**src/rtl/uart_hex32_rx_parser.sv**
```systemverilog
// rtl/uart_hex32_rx_parser.sv - byte-stream hex token parser producing 32-bit words.
module uart_hex32_rx_parser #(
  parameter logic [23:0] TIMEOUT = 24'd0
) (
  input  logic        mclk,
  input  logic        reset,
  input  logic [7:0]  rx_data,
  input  logic        rx_strobe,
  output logic [31:0] value,
  output logic        value_strobe,
  output logic [3:0]  digit_count,
  output logic        error_strobe,
  output logic        busy
);

  typedef enum logic [1:0] {
    IDLE  = 2'd0,
    ACCUM = 2'd1,
    SKIP  = 2'd2
  } state_t;

  state_t      state, state_nxt;
  logic [31:0] acc, acc_nxt;
  logic [3:0]  cnt, cnt_nxt;
  logic [23:0] tmo, tmo_nxt;
  logic [31:0] value_nxt;
  logic [3:0]  digit_count_nxt;
  logic        value_strobe_nxt, error_strobe_nxt;

  logic        is_digit, is_term, tmo_hit;
  logic [3:0]  nibble;

  // 0x30-0x3F is accepted whole so the {4'h3,nibble} transmit encoding round-trips.
  always_comb begin
    is_digit = 1'b0;
    nibble   = rx_data[3:0];
    if (rx_data[7:4] == 4'h3) begin
      is_digit = 1'b1;
    end else if ((rx_data[7:4] == 4'h4 || rx_data[7:4] == 4'h6) &&
                 rx_data[3:0] >= 4'd1 && rx_data[3:0] <= 4'd6) begin
      is_digit = 1'b1;
      nibble   = rx_data[3:0] + 4'd9;
    end
    is_term = (rx_data == 8'h0D) || (rx_data == 8'h0A) ||
              (rx_data == 8'h20) || (rx_data == 8'h2C);
  end

  assign tmo_hit = (TIMEOUT != 24'd0) && (tmo == TIMEOUT);

  always_comb begin
    state_nxt        = state;
    acc_nxt          = acc;
    cnt_nxt          = cnt;
    tmo_nxt          = tmo;
    value_nxt        = value;
    digit_count_nxt  = digit_count;
    value_strobe_nxt = 1'b0;
    error_strobe_nxt = 1'b0;

    if (rx_strobe) begin
      tmo_nxt = 24'd0;
      case (state)
        IDLE: begin
          if (is_digit) begin
            acc_nxt   = {28'd0, nibble};
            cnt_nxt   = 4'd1;
            state_nxt = ACCUM;
          end else if (!is_term) begin
            error_strobe_nxt = 1'b1;
            state_nxt        = SKIP;
          end
        end
        ACCUM: begin
          if (is_digit) begin
            if (cnt == 4'd8) begin
              error_strobe_nxt = 1'b1;
              state_nxt        = SKIP;
            end else begin
              acc_nxt = {acc[27:0], nibble};
              cnt_nxt = cnt + 4'd1;
            end
          end else if (is_term) begin
            value_nxt        = acc;
            digit_count_nxt  = cnt;
            value_strobe_nxt = 1'b1;
            state_nxt        = IDLE;
          end else begin
            error_strobe_nxt = 1'b1;
            state_nxt        = SKIP;
          end
        end
        SKIP: begin
          if (is_term) state_nxt = IDLE;
        end
        default: state_nxt = IDLE;
      endcase
    end else if (state != IDLE) begin
      if (tmo_hit) begin
        error_strobe_nxt = (state == ACCUM);
        acc_nxt          = 32'd0;
        cnt_nxt          = 4'd0;
        state_nxt        = IDLE;
      end else if (tmo != TIMEOUT) begin
        tmo_nxt = tmo + 24'd1;
      end
    end

    if (state_nxt == IDLE) tmo_nxt = 24'd0;
  end

  always_ff @(posedge mclk or posedge reset) begin
    if (reset) begin
      state        <= IDLE;
      acc          <= 32'd0;
      cnt          <= 4'd0;
      tmo          <= 24'd0;
      value        <= 32'd0;
      digit_count  <= 4'd0;
      value_strobe <= 1'b0;
      error_strobe <= 1'b0;
    end else begin
      state        <= state_nxt;
      acc          <= acc_nxt;
      cnt          <= cnt_nxt;
      tmo          <= tmo_nxt;
      value        <= value_nxt;
      digit_count  <= digit_count_nxt;
      value_strobe <= value_strobe_nxt;
      error_strobe <= error_strobe_nxt;
    end
  end

  assign busy = (state == ACCUM) || (state == SKIP);

endmodule

```
**config.mk**
```make
export PLATFORM = sky130hd
export DESIGN_NAME = uart_hex32_rx_parser
export DESIGN_NICKNAME = d
export VERILOG_FILES = /design/src/rtl/uart_hex32_rx_parser.sv
export SDC_FILE = /design/constraint.sdc
export NUM_CORES = 1
export LEC_CHECK = 0
export CORE_MARGIN = 3
export CORE_UTILIZATION = 55
export CTS_BUF_LIST = sky130_fd_sc_hd__clkbuf_8
export CTS_CLUSTER_DIAMETER = 30
export DETAILED_ROUTE_END_ITERATION = 8
export PLACE_DENSITY = 0.78
export SYNTH_ARGS = -nofsm -noshare
export SYNTH_HDL_FRONTEND = slang
export SYNTH_SLANG_ARGS = --single-unit
```
**constraint.sdc**
```tcl
create_clock -name mclk -period 3.3 [get_ports mclk]
set_clock_uncertainty 0.1 [all_clocks]
set_input_delay 0.825 -clock mclk [delete_from_list [all_inputs] [get_ports mclk]]
set_output_delay 0.825 -clock mclk [all_outputs]
set_load 0.02 [all_outputs]
```
======== After elaboration in Yosys (flattened, before gate mapping) ========
Index checks and enable logic that the tools add are counted.
storage, ports and cells
  bits in registers ....................... 76
  bits in latches ......................... 0
  bits in writable memories ............... 0
  memory bits (read-only) ................. 0
  input port bits ......................... 11
  output and inout bits ................... 39
  logic and storage cells ................. 69
  memories ................................ 0
operators by class
  $add $sub $neg .......................... 2
  multiply operators ...................... 0
  divide/modulo/power cells ............... 0
  $lt $le $gt $ge ......................... 2
  equality and inequality tests ........... 16
  shift operators ......................... 0
  muxes and demuxes ....................... 29
  bitwise gates (word level) .............. 1
  reductions and logical operators ........ 12
operator list
  kind                 count
  $mux 32              3
  $pmux 32 s2          1
  $mux 4               5
  $eq 8x4->1 const B   2
  $eq 8x6->1 const B   2
  $mux 2               6
  $mux 1               11
  $eq 4x3->1 const B   2
  $ne 2x2->1 const B   4
  $pmux 4 s2           1
  $reduce_and 4->1     2
  $ne 3x3->1 const B   2
  $pmux 2 s3           1
  $logic_or 1x1->1     5
  $reduce_and 5->1     1
  $add 4x1->4 const B  1
  $add 4x4->4 const B  1
  $eq 4x2->1 const B   1
  $eq 4x4->1 const B   1
  $ge 4x1->1 const B   1
  $le 4x3->1 const B   1
  $eq 2x1->1 const B   1
  $eq 2x2->1 const B   1
  $logic_and 1x1->1    2
  4 further kinds      4

======== Longest topological paths before layout ========
Gate-level depths: netlist of run 1.
  depth after elaboration ................. 9
  depth in mapped cells ................... 9
  gate-level depth less buffers ........... 7

======== Worst setup path after synthesis of run 1 ========
OpenSTA, ideal clock, no wires.
  kind .................................... in2reg
  start point ............................. in rx_data[1]
  end point ............................... reg acc[0]
  setup time .............................. 0.125 ns
  arrival time ............................ 2.281 ns
  required time ........................... 3.075 ns
  path slack .............................. 0.794 ns
  stages .................................. 7
  path buffers ............................ 1
  cell sequence ........................... inv_1 ha_1 or3b_1 a31oi_4 or3_1 buf_6 mux2_4
on the way
  word-level cells in the longest chain between the ends .. 8
  elaborated cells between the ends (all ways) .. 15
  classes of those cells .................. order compare: 2; eq/ne: 2; mux: 8; reduce/logical: 3
RTL lines
  element               RTL line  RTL
  from (decl)           7         input logic [7:0] rx_data,
  $ge 4x1->1            40        rx_data[3:0] >= 4'd1 && rx_data[3:0] <= 4'd6) begin
  $logic_and 1x1->1     39        end else if ((rx_data[7:4] == 4'h4 || rx_data[7:4] == 4'h6) &&
  $logic_and 1x1->1 *   40
  $mux 4                39
  $mux 4                37        if (rx_data[7:4] == 4'h3) begin
  $mux 32               75        if (cnt == 4'd8) begin
  $mux 32               74        if (is_digit) begin
  $pmux 32 s2           62        case (state)
  to (signal assigned)  123       acc <= acc_nxt;
  to (decl)             23        logic [31:0] acc, acc_nxt;
Every way passes the cells marked *; elsewhere a longest branch is shown, timed or not. The select of a mux whose other input is x is not followed.
A chain may end at the register's enable or synchronous reset.

======== Worst setup path in the final report of run 1 ========
  start point ............................. in rx_data[0]
  end point ............................... reg acc[23]
on the way
  word-level cells in the longest chain between the ends .. 7
  elaborated cells between the ends (all ways) .. 9
  classes of those cells .................. order compare: 2; eq/ne: 2; mux: 2; reduce/logical: 3
RTL lines
  element                       RTL line
  $ge 4x1->1                    40
  $logic_and 1x1->1             39
  $logic_and 1x1->1 *           40
  $mux 1 *                      39
  $mux 1 *                      37
  $ne 2x2->1 (no line)          -
  $reduce_and 5->1 (no line) *  -
Every way passes the cells marked *; elsewhere a longest branch is shown, timed or not.

==> impl_metrics.ini, run 1 <==
[yosys]
synth_edf_count = 0
synth_xor_area_share_pct = 1.35
netlist_instances = 238
synth_cell_types = 37
synthAdderAreaFrac_pct = 3.86
synth_area_um2 = 3240
async_flop_share_pct = 100
ys.flop_type = dfrtp_1
yosysTopAreaCell = dfrtp_1
syn-num-nets = 259
netlist.area_leader.share_pct = 58.7
ys_ff_latch = 76
ys_warn_count = 0
yosys-top-cells-area = dfrtp_1 (59%), mux2_2 (12%), a22o_1 (6.8%)
yosys.area_share.simple_pct = 6.91
synth_area_per_cell_um2 = 13.6
ys_seq_area_share_pct = 58.7
synth_compound_area_share_pct = 11.1
synthMuxAreaShare_pct = 13.9
synth_top_family_by_area = multiplexers

[routing]
drtIter0Drc = 107
postRouteAntennaNets = 0
vias = 2033
viasPerCell = 5.52
drt-wirelength-per-cell_um = 15.5
drc = 0
dr.pass1.iters = 4
drt_wl_total_mm = 5.70

[layout]
fin_util_pct = 71.2
nets = 312
drive_gt1_share_pct = 20.9
fillers = 411
multi_input_area_um2 = 1200
diodes = 0
syn_to_final_growth_pct = 23.1
regArea_um2 = 1900

[sta]
period_share_pct = 85.6
fmax_mhz = 354
rsz0062_at_grt = false
layout_setup_ws_ns = 0.475
worst_slew_pin_slew_ns = 0.510
finalSetupTns_ns = 0
slew_headroom_pct = 66.0
setup_viol = 0
hold_viol_final = 0
period_minus_slack_ns = 2.83
drv_slew = 0

[floorplanning]
start_util_pct = 57.8
die_h_um = 82.8
row_count = 27
dieArea_um2 = 6850
chipWidth_um = 82.8
ioPinCount = 50
core_area_um2 = 5610

[pwr]
power.density_nw_per_um2 = 488
vdd_drop_max_uv = 272
power.leakage_nw = 1.91

[clock_tree]
path_clk_slew_ns = 0.08
clock-sinks = 76
cts_setup_buffers = 0
cts_max_path_buffers = 2
postCtsHoldBufs = 0
cts.repair.resized = 0
htree_levels = 3
cts_tree = yes
cts_buffers = 9
cts_root_buffer = clkbuf_8
insertion_delay_ns = 0.34

[critical_path]
critPathMaxFanout = 37
arrival_ns = 2.96
crit_required_ns = 3.43
crit_type = in -> reg
start_kind = primary input
ff2ff_path_depth = 6
r2r-start = state[1]$_DFFE_PP0P_
r2r_setup_slack_ns = 1.00
crit_path_end_kind = flop
timing.rr.end = acc[23]$_DFFE_PP0P_

[global_route]
grt_pass1_wl_mm = 9.49
grt_overflow = 0
grt_usage_pct = 18.7
grt_pass1_vias = 2005
antenna_found_initial = 0
grt_max_degree = 38

[placement]
place_congestion = 0.809
place.detailed.hpwl_mm = 3.89
port_buffers = 49
place_ws_ns = 0.118

[job]
maxCapViolCount = 0

[min_path]
hold_depth = 2
whs_endpoint = digit_count[1]$_DFFE_PP0P_
hold_class = reg -> reg
min_from = digit_count[1]$_DFFE_PP0P_

[run_status]
status = completed
## synthesized netlist by cell type, drive strengths merged, types with 2 or more instances
| library cell | instances |
|---|---|
| clkbuf | 2 |
| nor3 | 2 |
| xnor2 | 3 |
| dfrtp | 76 |
| o21ai | 15 |
| nand2 | 18 |
| xor2 | 2 |
| nor2 | 2 |
| a22o | 25 |
| mux2i | 4 |
| inv | 9 |
| ha | 10 |
| mux2 | 36 |
| or3 | 2 |
| buf | 12 |
| nor4b | 3 |
| nand3 | 2 |
| a21oi | 2 |
## layout make-up
class                      count  area share (%)
tap                           72            2.26
sequential                    76            47.6
timing repair buffer          56            14.2
multi-input combinational    139            30.1
clock inverter                 6            1.44
inverter                       9           0.846
clock buffer                  10            3.45
## worst max-delay path, cell delays in order
cell	delay, ns
clkdlybuf4s50_1	0.52
inv_1	0.11
ha_1	0.20
or3b_1	0.22
a31oi_4	0.14
or3_1	0.52
buf_12	0.22
a22o_1	0.20
## worst max-delay path by stage
stage | slack [ns] | depth (start not counted) | from | to
6_report | 0.47 | 8 | rx_data[0] | acc[23]$_DFFE_PP0P_
5_1_grt | 0.34 | 9 | rx_data[0] | acc[3]$_DFFE_PP0P_
4_1_cts | 0.48 | 8 | rx_data[0] | acc[23]$_DFFE_PP0P_
3_5_place_dp | 0.12 | 8 | rx_data[0] | acc[10]$_DFFE_PP0P_
3_3_place_gp | 0.19 | 8 | rx_data[0] | acc[18]$_DFFE_PP0P_
2_1_floorplan | 0.44 | 1 | reset | acc[0]$_DFFE_PP0P_
## kinds of logic after synthesis
kind of cell               Yosys count
DFF                                 76
AOI/OAI and AO/OA                   46
buffers and inverters               23
xor gates and xnor gates             5
adders and majority gates           10
and+or+nand+nor                     38
muxes                               40
## layout by cell type, fill, tap and decap left out, types with 3 or more instances in the layout
cell type         n
dfrtp_1          76
o21ai_0           8
clkbuf_8         10
clkdlybuf4s50_1  49
inv_1            11
mux2_2           35
ha_1             10
buf_4             5
mux2i_1           4
nand2_1          18
a22o_1           25
xnor2_1           3
o21ai_1           7
## sequential cells by signal, indices dropped and copies added, names as in the netlist
register      flops
digit_count       4
error_strobe      1
cnt               4
value_strobe      1
value            32
state             2
acc              32
## power by group
| part | switching [mW] | internal, mW | total, mW |
|---|---|---|---|
| registers | 0.0393 | 0.978 | 1.02 |
| clock network | 0.325 | 0.363 | 0.688 |
| logic | 0.133 | 0.109 | 0.242 |
## through the flow
step / cell area, µm² / power (mW) / std cells / hold slack [ns]
floorplan: 3240 / 1.19 / 238 / 0.362
global placement: 3800 / 1.27 / 352 / 0.368
detailed placement: 3800 / 1.28 / 352 / 0.375
CTS: 3990 / 1.96 / 368 / 0.392
global route: 3990 / 2.05 / 368 / 0.416
finish: 3990 / 1.95 / 368 / 0.387
## per-layer routing
layer | vias to the layer above | wire length (µm) | track usage, %
met3 | 8 | 364 | 6.05
met5 | - | 0 | 0
met4 | 0 | 76 | 8.33
li1 | 958 | - | -
met2 | 72 | 2640 | 28.3
met1 | 995 | 2630 | 24.6
No activity file was read; power rests on OpenSTA's default activity.
==> run 2, diff against run 1 <==
- CORE_MARGIN: 3 -> 5
==> impl_metrics.ini, run 2 (synthesized netlist as in run 1, its figures left out) <==
[floorplanning]
core_area_um2 = 5820
row_count = 28
die_h_um = 86.8
chipWidth_um = 86.8
ioPinCount = 50
dieArea_um2 = 7530
start_util_pct = 55.7

[pwr]
power.density_nw_per_um2 = 518
power.leakage_nw = 1.93
vdd_drop_max_uv = 359

[placement]
placed_cell_area_um2 = 3820
port_buffers = 49
place_congestion = 0.826
place.detailed.hpwl_mm = 3.96
dp.cells = 356

[clock_tree]
postCtsHoldBufs = 0
cts_tree = yes
cts_setup_buffers = 0
path_clk_slew_ns = 0.08
cts_buffers = 9
htree_levels = 3
cts.repair.resized = 0
cts_max_path_buffers = 2
clock-sinks = 76
insertion_delay_ns = 0.34
cts_root_buffer = clkbuf_8

[layout]
reg.largest.list = acc (32), value (32)
most-common-layout-cells = dfrtp_1 (76), clkdlybuf4s50_1 (49), mux2_2 (35)
layout_commonest_cell = dfrtp_1
instances_no_fill = 372
nets = 313
diodes = 0
syn_to_final_growth_pct = 25.4
fin_area_um2 = 4070
fin_util_pct = 69.9
drive_gt1_share_pct = 22.2

[sta]
slew_headroom_pct = 69.1
setup_viol = 0
rsz0062_at_grt = false
hold_viol_final = 0
period_share_pct = 84.9
drv_slew = 0
fmax_mhz = 357
worst_slew_pin_slew_ns = 0.459
period_minus_slack_ns = 2.80
finalSetupTns_ns = 0

[critical_path]
start_kind = primary input
arrival_ns = 2.94
timing.rr.end = acc[7]$_DFFE_PP0P_
ff2ff_path_depth = 6
crit_path_end_kind = flop
crit_type = in -> reg
r2r-start = state[1]$_DFFE_PP0P_
crit_required_ns = 3.43
critPathMaxFanout = 14
r2r_setup_slack_ns = 0.99

[global_route]
grt_max_degree = 77
grt_pass1_wl_mm = 9.90
antenna_found_initial = 0
grt_pass1_vias = 2073
grt_overflow = 0
grt_usage_pct = 17.2

[routing]
drc = 0
drtIter0Drc = 107
vias = 2046
drt_wl_total_mm = 5.84
drt-wirelength-per-cell_um = 15.7
dr.pass1.iters = 4
viasPerCell = 5.50
postRouteAntennaNets = 0

[run_status]
status = completed

[min_path]
min_from = digit_count[1]$_DFFE_PP0P_
hold_class = reg -> reg
whs_endpoint = digit_count[1]$_DFFE_PP0P_
hold_depth = 2

[job]
maxCapViolCount = 0
run 2: layer usage:
layer	vias up	global-route usage (%)	routed length (µm)
met5	-	0	0
met4	0	8.78	110
met3	12	3.80	240
met2	49	27.1	2830
met1	1019	22.3	2660
li1	966	-	-
run 2: critical path, cell delays in order:
cell	delay, ns
clkdlybuf4s50_1	0.53
inv_1	0.11
ha_1	0.20
or3b_1	0.21
a31oi_4	0.11
or3_1	0.53
buf_4	0.24
a22o_1	0.19
run 2: how the worst max path moves through the flow:
stage / start / end / cells past startpoint
after floorplan: reset / acc[0]$_DFFE_PP0P_ / 1
after global placement: rx_data[0] / acc[30]$_DFFE_PP0P_ / 8
after detailed placement: rx_data[0] / acc[23]$_DFFE_PP0P_ / 8
after CTS: rx_data[0] / acc[14]$_DFFE_PP0P_ / 8
after global routing: rx_data[0] / acc[23]$_DFFE_PP0P_ / 8
final: rx_data[0] / acc[7]$_DFFE_PP0P_ / 8
run 2: cell type report:
type                       count  area (µm²)
sequential                    76        1900
fill                         439        1750
multi-input combinational    139        1200
timing repair buffer          57         588
clock buffer                   9         124
clock inverter                 7         123
tap                           75        93.8
inverter                       9        33.8
run 2: report_power, final:
group | switching (mW) | internal (mW)
registers | 0.0380 | 0.978
clock network | 0.343 | 0.506
logic | 0.133 | 0.109
run 2: per-stage QoR:
| stage | hold slack, ns | worst slack, ns | power [mW] |
|---|---|---|---|
| final | 0.390 | 0.498 | 2.11 |
| after global placement | 0.376 | 0.184 | 1.27 |
| after detailed placement | 0.385 | 0.126 | 1.28 |
| after floorplan | 0.362 | 0.437 | 1.19 |
| after global routing | 0.419 | 0.410 | 2.19 |
| after CTS | 0.402 | 0.495 | 2.12 |
==> run 3, diff against run 2 <==
- clock period: 3.3 -> 2.7 ns (I/O delays scaled with it)
==> impl_metrics.ini, run 3 (synthesized netlist as in run 1, its figures left out) <==
[critical_path]
crit_path_end_kind = flop
path_cells = clkdlybuf4s50_1 > inv_1 > ha_1 > or3b_1 > a31oi_4 > buf_4 > nor3_2 > buf_12 > a22o_1
slowest_delay_ns = 0.47
crit_slowest_cell = clkdlybuf4s50_1
cp_top_family = buffers and inverters
r2r-start = cnt[0]$_DFFE_PP0P_
crit_type = in -> reg
crit_required_ns = 2.83
arrival_ns = 2.66
start_kind = primary input
critPathMaxFanout = 26
crit_buf_inv = 4
startpoint = rx_data[1]

[layout]
fin_area_um2 = 4140
syn_to_final_growth_pct = 27.6
diodes = 0
nets = 327
fillers = 438
most-common-layout-cells = dfrtp_1 (76), clkdlybuf4s50_1 (49), mux2_2 (35)
reg.largest.list = acc (32), value (32)
layout_commonest_cell = dfrtp_1
drive_gt1_share_pct = 25.7

[floorplanning]
die_h_um = 86.8
row_count = 28
core_area_um2 = 5820
start_util_pct = 55.7
dieArea_um2 = 7530
ioPinCount = 50
chipWidth_um = 86.8

[sta]
rsz0062_at_grt = false
period_share_pct = 93.9
finalSetupTns_ns = 0
period_minus_slack_ns = 2.53
fmax_mhz = 395
drv_slew = 0
layout_setup_ws_ns = 0.166
worst_slew_pin_slew_ns = 0.576
hold_ws_ns = 0.397
setup_viol = 0
slew_headroom_pct = 61.5
hold_viol_final = 0

[clock_tree]
cts_max_path_buffers = 2
cts_setup_buffers = 0
insertion_delay_ns = 0.34
cts_tree = yes
cts_root_buffer = clkbuf_8
cts_buffers = 9
path_clk_slew_ns = 0.07
cts.repair.resized = 0
postCtsHoldBufs = 0
htree_levels = 3
clock-sinks = 76

[placement]
place_ws_ns = -0.208
place_congestion = 0.837
port_buffers = 49
placed_cell_area_um2 = 3950
place.detailed.hpwl_mm = 4.09

[min_path]
min_from = acc[30]$_DFFE_PP0P_
hold_class = reg -> reg

[routing]
drt-wirelength-per-cell_um = 15.1
drc = 0
postRouteAntennaNets = 0
vias = 2096
dr.pass1.iters = 4
drt_wl_total_mm = 5.83
drtIter0Drc = 113
viasPerCell = 5.43

[run_status]
status = completed

[pwr]
power.density_nw_per_um2 = 566
pwr-share-seq_pct = 53.1
vdd_drop_max_uv = 414
netSwitchingFraction_pct = 27.1
switchingPower_uw = 634
power.leakage_nw = 1.97
internal_power_mw = 1.71
clkPwrFrac_pct = 33.2
comb_power_share_pct = 13.6

[job]
maxCapViolCount = 0

[global_route]
grt_pass1_wl_mm = 10.4
grt_max_degree = 37
grt_usage_pct = 18.0
antenna_found_initial = 0
grt_pass1_vias = 2156
grt_overflow = 0
run 3: changes by cell type in the layout (fill, tap and decap cells not counted), sizes merged:
cell,before,now
bufinv,3,0
clkbuf,9,10
buf,8,22
clkinvlp,2,4
run 3: final cells by class:
type                            count  area, µm²  share of cell area [%]
Tap cell                           75       93.8                    2.27
Timing Repair Buffer               71        718                    17.4
Multi-Input combinational cell    139       1210                    29.2
Clock buffer                       10        138                    3.33
Clock inverter                      6       40.0                   0.968
Sequential cell                    76       1900                    46.0
Inverter                            9       37.5                   0.907
run 3: per-stage QoR:
stage	util, %	power (mW)	cells
after floorplan	-	1.46	238
after global placement	68.0	1.58	370
after detailed placement	68.0	1.59	370
after CTS	71.0	2.37	386
after global routing	71.1	2.47	386
final	71.1	2.34	386
run 3: worst register-to-register path: stages (launching register included):
cell and delay, ns:
dfrtp_1 0.39, inv_1 0.09, ha_1 0.20, and3b_1 0.19, and2_1 0.17, or3_1 0.39
buf_4 0.23, a22o_1 0.19
run 3: power by group through the flow:
| stage | clock network [mW] | logic (mW) | registers [mW] |
|---|---|---|---|
| 2_1_floorplan | 0 | 0.199 | 1.26 |
| 3_3_place_gp | 0 | 0.315 | 1.26 |
| 3_5_place_dp | 0 | 0.324 | 1.27 |
| 4_1_cts | 0.800 | 0.324 | 1.24 |
| 5_1_grt | 0.848 | 0.366 | 1.25 |
| 6_report | 0.778 | 0.319 | 1.24 |
run 3: final timing paths:
check	cells after the start	slack, ns	to
min in group asynchronous	2	0.64	value[22]$_DFFE_PP0P_
max in group asynchronous	3	1.33	acc[2]$_DFFE_PP0P_
worst min register to register	1	0.40	acc[30]$_DFFE_PP0P_
worst max-delay path	9	0.17	acc[15]$_DFFE_PP0P_
worst min-delay path	1	0.40	acc[30]$_DFFE_PP0P_
worst max register to register	7	0.65	acc[14]$_DFFE_PP0P_
run 3: per-layer routing:
metal | up-vias | global-route usage (%) | share of wire, %
li1 | 994 | - | -
met1 | 1034 | 24.6 | 47
met2 | 66 | 27.3 | 47
met3 | 2 | 5.13 | 5.3
met4 | 0 | 6.80 | 0.69
met5 | - | 0 | 0
